[config.mk]
export PLATFORM = sky130hd
export DESIGN_NAME = kbd_scheduler
export DESIGN_NICKNAME = d
export VERILOG_FILES = /design/src/rtl/kbd_pkg.sv /design/src/rtl/kbd_fifo.sv /design/src/rtl/kbd_scheduler.sv
export SDC_FILE = /design/constraint.sdc
export NUM_CORES = 1
export LEC_CHECK = 0
export CORE_ASPECT_RATIO = 1.1
export CORE_MARGIN = 8
export CORE_UTILIZATION = 45
export CTS_CLUSTER_DIAMETER = 50
export CTS_CLUSTER_SIZE = 30
export DETAILED_ROUTE_END_ITERATION = 10
export PLACE_DENSITY = 0.72
export SLEW_MARGIN = 20
export SYNTH_ARGS = -nofsm -noshare
export SYNTH_HDL_FRONTEND = slang
export SYNTH_HIERARCHICAL = 1
export SYNTH_SLANG_ARGS = --single-unit
[constraint.sdc]
create_clock -name clk_in -period 3.5 [get_ports clk_in]
set_input_delay 0.525 -clock clk_in [delete_from_list [all_inputs] [get_ports clk_in]]
set_output_delay 0.525 -clock clk_in [all_outputs]
set_load 0.02 [all_outputs]
[src/rtl/kbd_pkg.sv]
// Shared types and constants for the keystroke scheduler.
// The optional shift-lead phase is enabled by defining KBD_SHIFT_LEAD_EN.
package kbd_pkg;

    // Width of the press/gap/lead down-counter.
    localparam int KBD_TMR_W = 22;

    // Bit of the matrix word that carries the shift key.
    localparam logic [15:0] KBD_SHIFT_MASK = 16'h8000;

    // Scheduler phases: waiting, shift-only lead-in, key held, all-released gap.
    typedef enum logic [1:0] {
        IDLE  = 2'd0,
        LEAD  = 2'd1,
        PRESS = 2'd2,
        GAP   = 2'd3
    } kbd_state_t;

endpackage

[src/rtl/kbd_fifo.sv]
// Synchronous first-word-fall-through FIFO that queues decoded matrix words.
// dout always shows the head entry; push/pop are ignored when full/empty.
module kbd_fifo #(
    parameter int DEPTH = 16,
    parameter int W     = 16
)(
    input  logic                     clk_in,
    input  logic                     reset,
    input  logic                     clear,
    input  logic                     push,
    input  logic                     pop,
    input  logic [W-1:0]             din,
    output logic [W-1:0]             dout,
    output logic [$clog2(DEPTH):0]   level,
    output logic                     full,
    output logic                     empty
);

    localparam int AW = $clog2(DEPTH);
    localparam int LW = AW + 1;

    logic [W-1:0]  r_mem [DEPTH];
    logic [AW-1:0] r_wrPtr;
    logic [AW-1:0] r_rdPtr;
    logic [LW-1:0] r_level;

    logic w_pushEff;
    logic w_popEff;

    assign full      = (r_level == LW'(DEPTH));
    assign empty     = (r_level == '0);
    assign level     = r_level;
    assign dout      = r_mem[r_rdPtr];
    assign w_pushEff = push && !full;
    assign w_popEff  = pop && !empty;

    // Storage array; contents need no reset because level gates every read.
    always_ff @(posedge clk_in) begin
        if (w_pushEff) begin
            r_mem[r_wrPtr] <= din;
        end
    end

    // Pointers wrap naturally because DEPTH is a power of two; clear empties the queue.
    always_ff @(posedge clk_in or posedge reset) begin
        if (reset) begin
            r_wrPtr <= '0;
            r_rdPtr <= '0;
            r_level <= '0;
        end else if (clear) begin
            r_wrPtr <= '0;
            r_rdPtr <= '0;
            r_level <= '0;
        end else begin
            if (w_pushEff) begin
                r_wrPtr <= r_wrPtr + AW'(1);
            end
            if (w_popEff) begin
                r_rdPtr <= r_rdPtr + AW'(1);
            end
            case ({w_pushEff, w_popEff})
                2'b10:   r_level <= r_level + LW'(1);
                2'b01:   r_level <= r_level - LW'(1);
                default: r_level <= r_level;
            endcase
        end
    end

endmodule

[src/rtl/kbd_scheduler.sv]
// Keystroke scheduler: queues matrix words and replays them onto the keyboard
// matrix register with a fixed hold time and release gap between keys.
// Define KBD_SHIFT_LEAD_EN to assert shift alone before each shifted key.
module kbd_scheduler
    import kbd_pkg::*;
#(
    parameter int                   FIFO_DEPTH  = 16,
    parameter logic [KBD_TMR_W-1:0] HOLD_CYCLES = 22'h280000,
    parameter logic [KBD_TMR_W-1:0] GAP_CYCLES  = 22'h100000,
    parameter logic [KBD_TMR_W-1:0] LEAD_CYCLES = 22'h040000
)(
    input  logic                          clk_in,
    input  logic                          reset,
    input  logic [15:0]                   key_data,
    input  logic                          key_stb,
    input  logic                          flush,
    output logic [15:0]                   kbd_reg,
    output logic                          busy,
    output logic [$clog2(FIFO_DEPTH):0]   fifo_level,
    output logic                          overflow
);

`ifdef KBD_SHIFT_LEAD_EN
    localparam bit C_LEAD_EN = 1'b1;
`else
    localparam bit C_LEAD_EN = 1'b0;
`endif

    localparam logic [KBD_TMR_W-1:0] C_ONE = KBD_TMR_W'(1);

    kbd_state_t           r_state;
    logic [KBD_TMR_W-1:0] r_tmr;
    logic [15:0]          r_kbdReg;
    logic [15:0]          r_latched;
    logic                 r_overflow;

    logic [15:0]          w_head;
    logic                 w_full;
    logic                 w_empty;
    logic                 w_keyValid;
    logic                 w_push;
    logic                 w_drop;
    logic                 w_pop;
    logic                 w_tmrZero;
    logic                 w_loadPoint;
    logic                 w_leadHead;
    kbd_state_t           w_loadState;
    logic [15:0]          w_loadKbd;
    logic [KBD_TMR_W-1:0] w_loadTmr;

    // A strobe counts only for a non-zero word; full is judged before the edge
    // so a pop in the same cycle never makes room, and flush drops everything.
    assign w_keyValid = key_stb && (key_data != 16'h0000);
    assign w_push     = w_keyValid && !w_full && !flush;
    assign w_drop     = w_keyValid && w_full && !flush;

    // The head is taken from IDLE, or straight from the last gap cycle.
    assign w_tmrZero   = (r_tmr == '0);
    assign w_loadPoint = (r_state == IDLE) || ((r_state == GAP) && w_tmrZero);
    assign w_pop       = w_loadPoint && !w_empty && !flush;

    // What a freshly popped word turns into: shift-only lead or a direct press.
    assign w_leadHead  = C_LEAD_EN && ((w_head & KBD_SHIFT_MASK) != 16'h0000);
    assign w_loadState = w_leadHead ? LEAD : PRESS;
    assign w_loadKbd   = w_leadHead ? KBD_SHIFT_MASK : w_head;
    assign w_loadTmr   = w_leadHead ? (LEAD_CYCLES - C_ONE) : (HOLD_CYCLES - C_ONE);

    assign kbd_reg  = r_kbdReg;
    assign overflow = r_overflow;
    assign busy     = (r_state != IDLE) || !w_empty;

    kbd_fifo #(
        .DEPTH (FIFO_DEPTH),
        .W     (16)
    ) u_fifo (
        .clk_in (clk_in),
        .reset  (reset),
        .clear  (flush),
        .push   (w_push),
        .pop    (w_pop),
        .din    (key_data),
        .dout   (w_head),
        .level  (fifo_level),
        .full   (w_full),
        .empty  (w_empty)
    );

    // Phase sequencer: loads a popped key, then counts the lead, press and gap down.
    always_ff @(posedge clk_in or posedge reset) begin
        if (reset) begin
            r_state    <= IDLE;
            r_tmr      <= '0;
            r_kbdReg   <= 16'h0000;
            r_latched  <= 16'h0000;
            r_overflow <= 1'b0;
        end else if (flush) begin
            r_state    <= IDLE;
            r_tmr      <= '0;
            r_kbdReg   <= 16'h0000;
            r_overflow <= 1'b0;
        end else begin
            if (w_drop) begin
                r_overflow <= 1'b1;
            end
            if (w_pop) begin
                r_state   <= w_loadState;
                r_kbdReg  <= w_loadKbd;
                r_tmr     <= w_loadTmr;
                r_latched <= w_head;
            end else begin
                case (r_state)
                    IDLE: begin
                        r_state <= IDLE;
                    end
                    LEAD: begin
                        if (w_tmrZero) begin
                            r_kbdReg <= r_latched;
                            r_tmr    <= HOLD_CYCLES - C_ONE;
                            r_state  <= PRESS;
                        end else begin
                            r_tmr <= r_tmr - C_ONE;
                        end
                    end
                    PRESS: begin
                        if (w_tmrZero) begin
                            r_kbdReg <= 16'h0000;
                            r_tmr    <= GAP_CYCLES - C_ONE;
                            r_state  <= GAP;
                        end else begin
                            r_tmr <= r_tmr - C_ONE;
                        end
                    end
                    GAP: begin
                        if (w_tmrZero) begin
                            r_state <= IDLE;
                        end else begin
                            r_tmr <= r_tmr - C_ONE;
                        end
                    end
                    default: begin
                        r_state <= IDLE;
                    end
                endcase
            end
        end
    end

endmodule
==> results of run 1 <==
[logic make-up after synthesis]
kind of cell	count (synthesis)
AO/OA/AOI/OAI	126
XOR/XNOR	7
adder cells (fa/ha/maj)	14
buffers and inverters	56
flip-flops	326
multiplexers	102
AND/OR/NAND/NOR	145
[area by class of cell]
class | count | area (µm²) | area share (%)
repair buffers | 127 | 1359 | 8.192
flip-flops and latches | 326 | 9444 | 56.94
well taps | 414 | 518.0 | 3.123
inverters | 15 | 60.06 | 0.3621
clock buffers | 31 | 775.7 | 4.677
clock inverters | 24 | 345.3 | 2.082
multi-input cells | 394 | 4085 | 24.63
[worst max-delay path, delay by kind of cell]
family	cells	cell delay [ns]
and+or+nand+nor	5	1.32
AOI/OAI and AO/OA	1	0.30
buffers and inverters	6	1.33
[worst max-delay path by stage]
stage / start / end / slack, ns
finish: key_data[12] / u_fifo/r_mem[4][11]$_DFFE_PP_ / 0.30
global route: key_data[12] / u_fifo/r_mem[4][11]$_DFFE_PP_ / 0.11
CTS: key_data[1] / u_fifo/r_mem[4][11]$_DFFE_PP_ / 0.14
detailed placement: key_data[1] / u_fifo/r_mem[1][9]$_DFFE_PP_ / -0.43
global placement: key_data[12] / u_fifo/r_mem[4][12]$_DFFE_PP_ / -0.42
floorplan: u_fifo/level[2]$_DFFE_PP0P_ / u_fifo/r_mem[1][0]$_DFFE_PP_ / -0.43
[timing repair]
| action | 4_1_cts | 5_1_grt |
|---|---|---|
| resized for setup | 0 | 1 |
| hold buffers | 0 | 0 |
| setup endpoints to repair | 0 | 71 |
[layer usage]
metal / share of wire [%] / up-vias
met3: 4.8 / 48
met5: 0 / -
li1: - / 3403
met1: 42 / 4068
met4: 2.2 / 0
met2: 51 / 226
[Yosys cell counts, types with 5 or more instances]
master     instances  share of area (%)
clkbuf_1          16               0.44
nor3_1            11               0.40
nor2_1            39                1.1
nand2_1           28               0.77
nand3_1            8               0.29
dfrtp_1           70                 13
edfxtp_1         256                 56
ha_1              14                1.3
o2bb2ai_1         16                1.0
nand2b_1          10               0.46
inv_1             13               0.36
a21oi_1           29                1.1
a22oi_1           17               0.93
buf_2             16               0.58
a311oi_1          11               0.70
o21ai_0           17               0.62
nand4_1            5               0.23
nor4_1             9               0.41
mux4_2            80                 13
or2_2              6               0.27
nor2b_1            5               0.23
mux2_1            18                1.5
[power by group]
part / switching, mW / internal, mW / leakage (nW)
Clock: 1.69 / 1.91 / 0.543
Combinational: 1.87 / 1.50 / 1.91
Sequential: 0.287 / 4.49 / 3.22
Total: 3.85 / 7.90 / 5.67
==> results by group, run 1 <==
Die
  – Initial Util: 45.37%
  – Chip Height: 199.2 µm
  – Die Wd: 182.6 µm
  – Row cnt: 67
  – I/O pin cnt: 43
  – Area of the core: 30260 µm²
  – Die area: 36360 µm²

GRT
  – Global-route wire length before repair: 47580 µm
  – Gr busiest metal: met2
  – Gr ovfl total: 0
  – Initial antenna violation count: 0
  – Largest net degree at the start of global routing: 49
  – Global Route met1 Usage: 22.69%
  – Vias in the first global route: 7810
  – GRT met2 Usage: 29.29%
  – GRT met3 Usage: 2.146%
  – Tot GR Track Use: 17.10%

Yosys
  – Synth Area in Adders: 1.276%
  – Top_reg_cell synth: edfxtp_1
  – Post-Synth XOR/XNOR Area: 0.4465%
  – Syn_area_per_cell: 17.69 µm²
  – Compound-cell area share of the yosys netlist: 6.825%
  – Asr flop ratio synth: 21.47%
  – Syn nets: 810
  – Synthesized flop and latch total: 326
  – Multiplexer share of the synthesized area: 14.93%
  – Post-synth EDFFs: 256
  – Synth Warn #: 6
  – Synth Cell Area: 13730 µm²
  – Sequential area share after synthesis: 68.74%
  – Synth Area in Simple Gates: 5.841%
  – Distinct cells, synth: 68
  – Largest family of logic cells by synthesized area: multiplexers
  – Mapped Cells: 776

Routing
  – Via Count: 7745
  – Vias/cell: 5.819
  – Iter 0 DRT Violations: 731
  – Total Wirelength: 30950 µm
  – Pre-Repair DR Iteration Count: 5
  – Routed length per instance: 23.25 µm
  – DRC Markers: 0
  – Routed Antenna Nets: 0

Layout
  – Final instance area: 16590 µm²
  – Nets: 928
  – Most frequent cells in the layout: edfxtp_1 (256), mux4_2 (80), dfrtp_1 (68)
  – Most flop-heavy register: u_fifo/r_mem
  – Non-filler cells, final: 1331
  – Number of flip-flops in the largest register: 256
  – P&R area growth vs syn: 20.80%
  – Fillers: 2336
  – Share of layout cells above drive strength 1: 29.23%
  – Commonest non-fill, non-tap cell in the layout: edfxtp_1
  – Diodes inserted: 0
  – Final Core Density: 54.81%
  – Largest regs: u_fifo/r_mem: 256 flops, r_tmr: 22 flops

STA
  – Fin crit period: 3.204 ns
  – Max Slew Vio Count: 0
  – Tcrit/Tclk final: 91.55%
  – Final Hold Fails: 0
  – Unrepaired setup endpoints after global routing: false
  – Final setup violation count: 0
  – Setup tns final: 0 ns
  – Clock skew: 0.02968 ns
  – Slew margin rel.: 33.32%
  – Worst-Margin Slew: 1.000 ns
  – Final setup margin: 0.2959 ns
  – Min Hold Slack: 0.3746 ns
  – Highest clock rate: 312.1 MHz

Pwr
  – Total power: 11.75 mW
  – IR drop worst, VDD: 0.4655 mV
  – PwrDens: 708.1 nW/µm²
  – Leakage power: 5.672 nW

Critical path
  – Worst Setup Start Kind: input port
  – CP Capture Type: flop
  – Reg2reg start: u_fifo/level[3]$_DFFE_PP0P_
  – Worst path arrival time: 3.48 ns
  – Worst R2R End: u_fifo/level[4]$_DFFE_PP0P_
  – Critical Path, Cell by Cell: clkdlybuf4s50_1 -> buf_4 -> nor4_1 -> buf_4 -> nand4_1 -> buf_4 -> nor4bb_1 -> buf_4 -> a21boi_2 -> nand2_1 -> nor2_2 -> buf_12
  – Critical path fanouts, max: 12
  – WS Path Type: input port to flop
  – R2R setup slack: 0.36 ns
  – Crit path largest cell delay: 0.46 ns
  – Crit-path slowest cell: nor4bb_1
  – Most frequent CP cell: buf_4
  – Reg2reg path depth: 14
  – CP required: 3.78 ns

Clock tree
  – Root Buffer: clkbuf_16
  – Clock transition at path regs: 0.07 ns
  – CTS H-tree depth: 1
  – CTS buffer count: 30
  – Clock latency at the later pin of the worst-skew pair: 0.57 ns
  – CTS Sinks: 326
  – CTS Buffer Depth: 3
  – TritonCTS clock tree: yes
  – Post-CTS Repair Setup Buffers: 0

Placed design
  – Cells after DPL: 1276
  – Port Buffers: 42
  – Pre-CTS WS: -0.4269 ns
  – HPWL Detailed: 20050 µm
  – GP Congestion: 0.8450
  – Placed Area: 15460 µm²

Hold path
  – Min-delay worst type: input port to async pin

Outcome
  – Status: finished, final reports clean

Run
  – Total of max-cap violations: 0
Power figures use the tool's default switching activity.
==> inputs of run 2 (changes only) <==
--- a/config.mk
+++ b/config.mk
@@ -17,3 +17,4 @@
 export SYNTH_HDL_FRONTEND = slang
 export SYNTH_HIERARCHICAL = 1
 export SYNTH_SLANG_ARGS = --single-unit
+export TNS_END_PERCENT = 1
==> results of run 2 <==
Same layout as run 1: the final DEF is identical, and so are final timing and power.
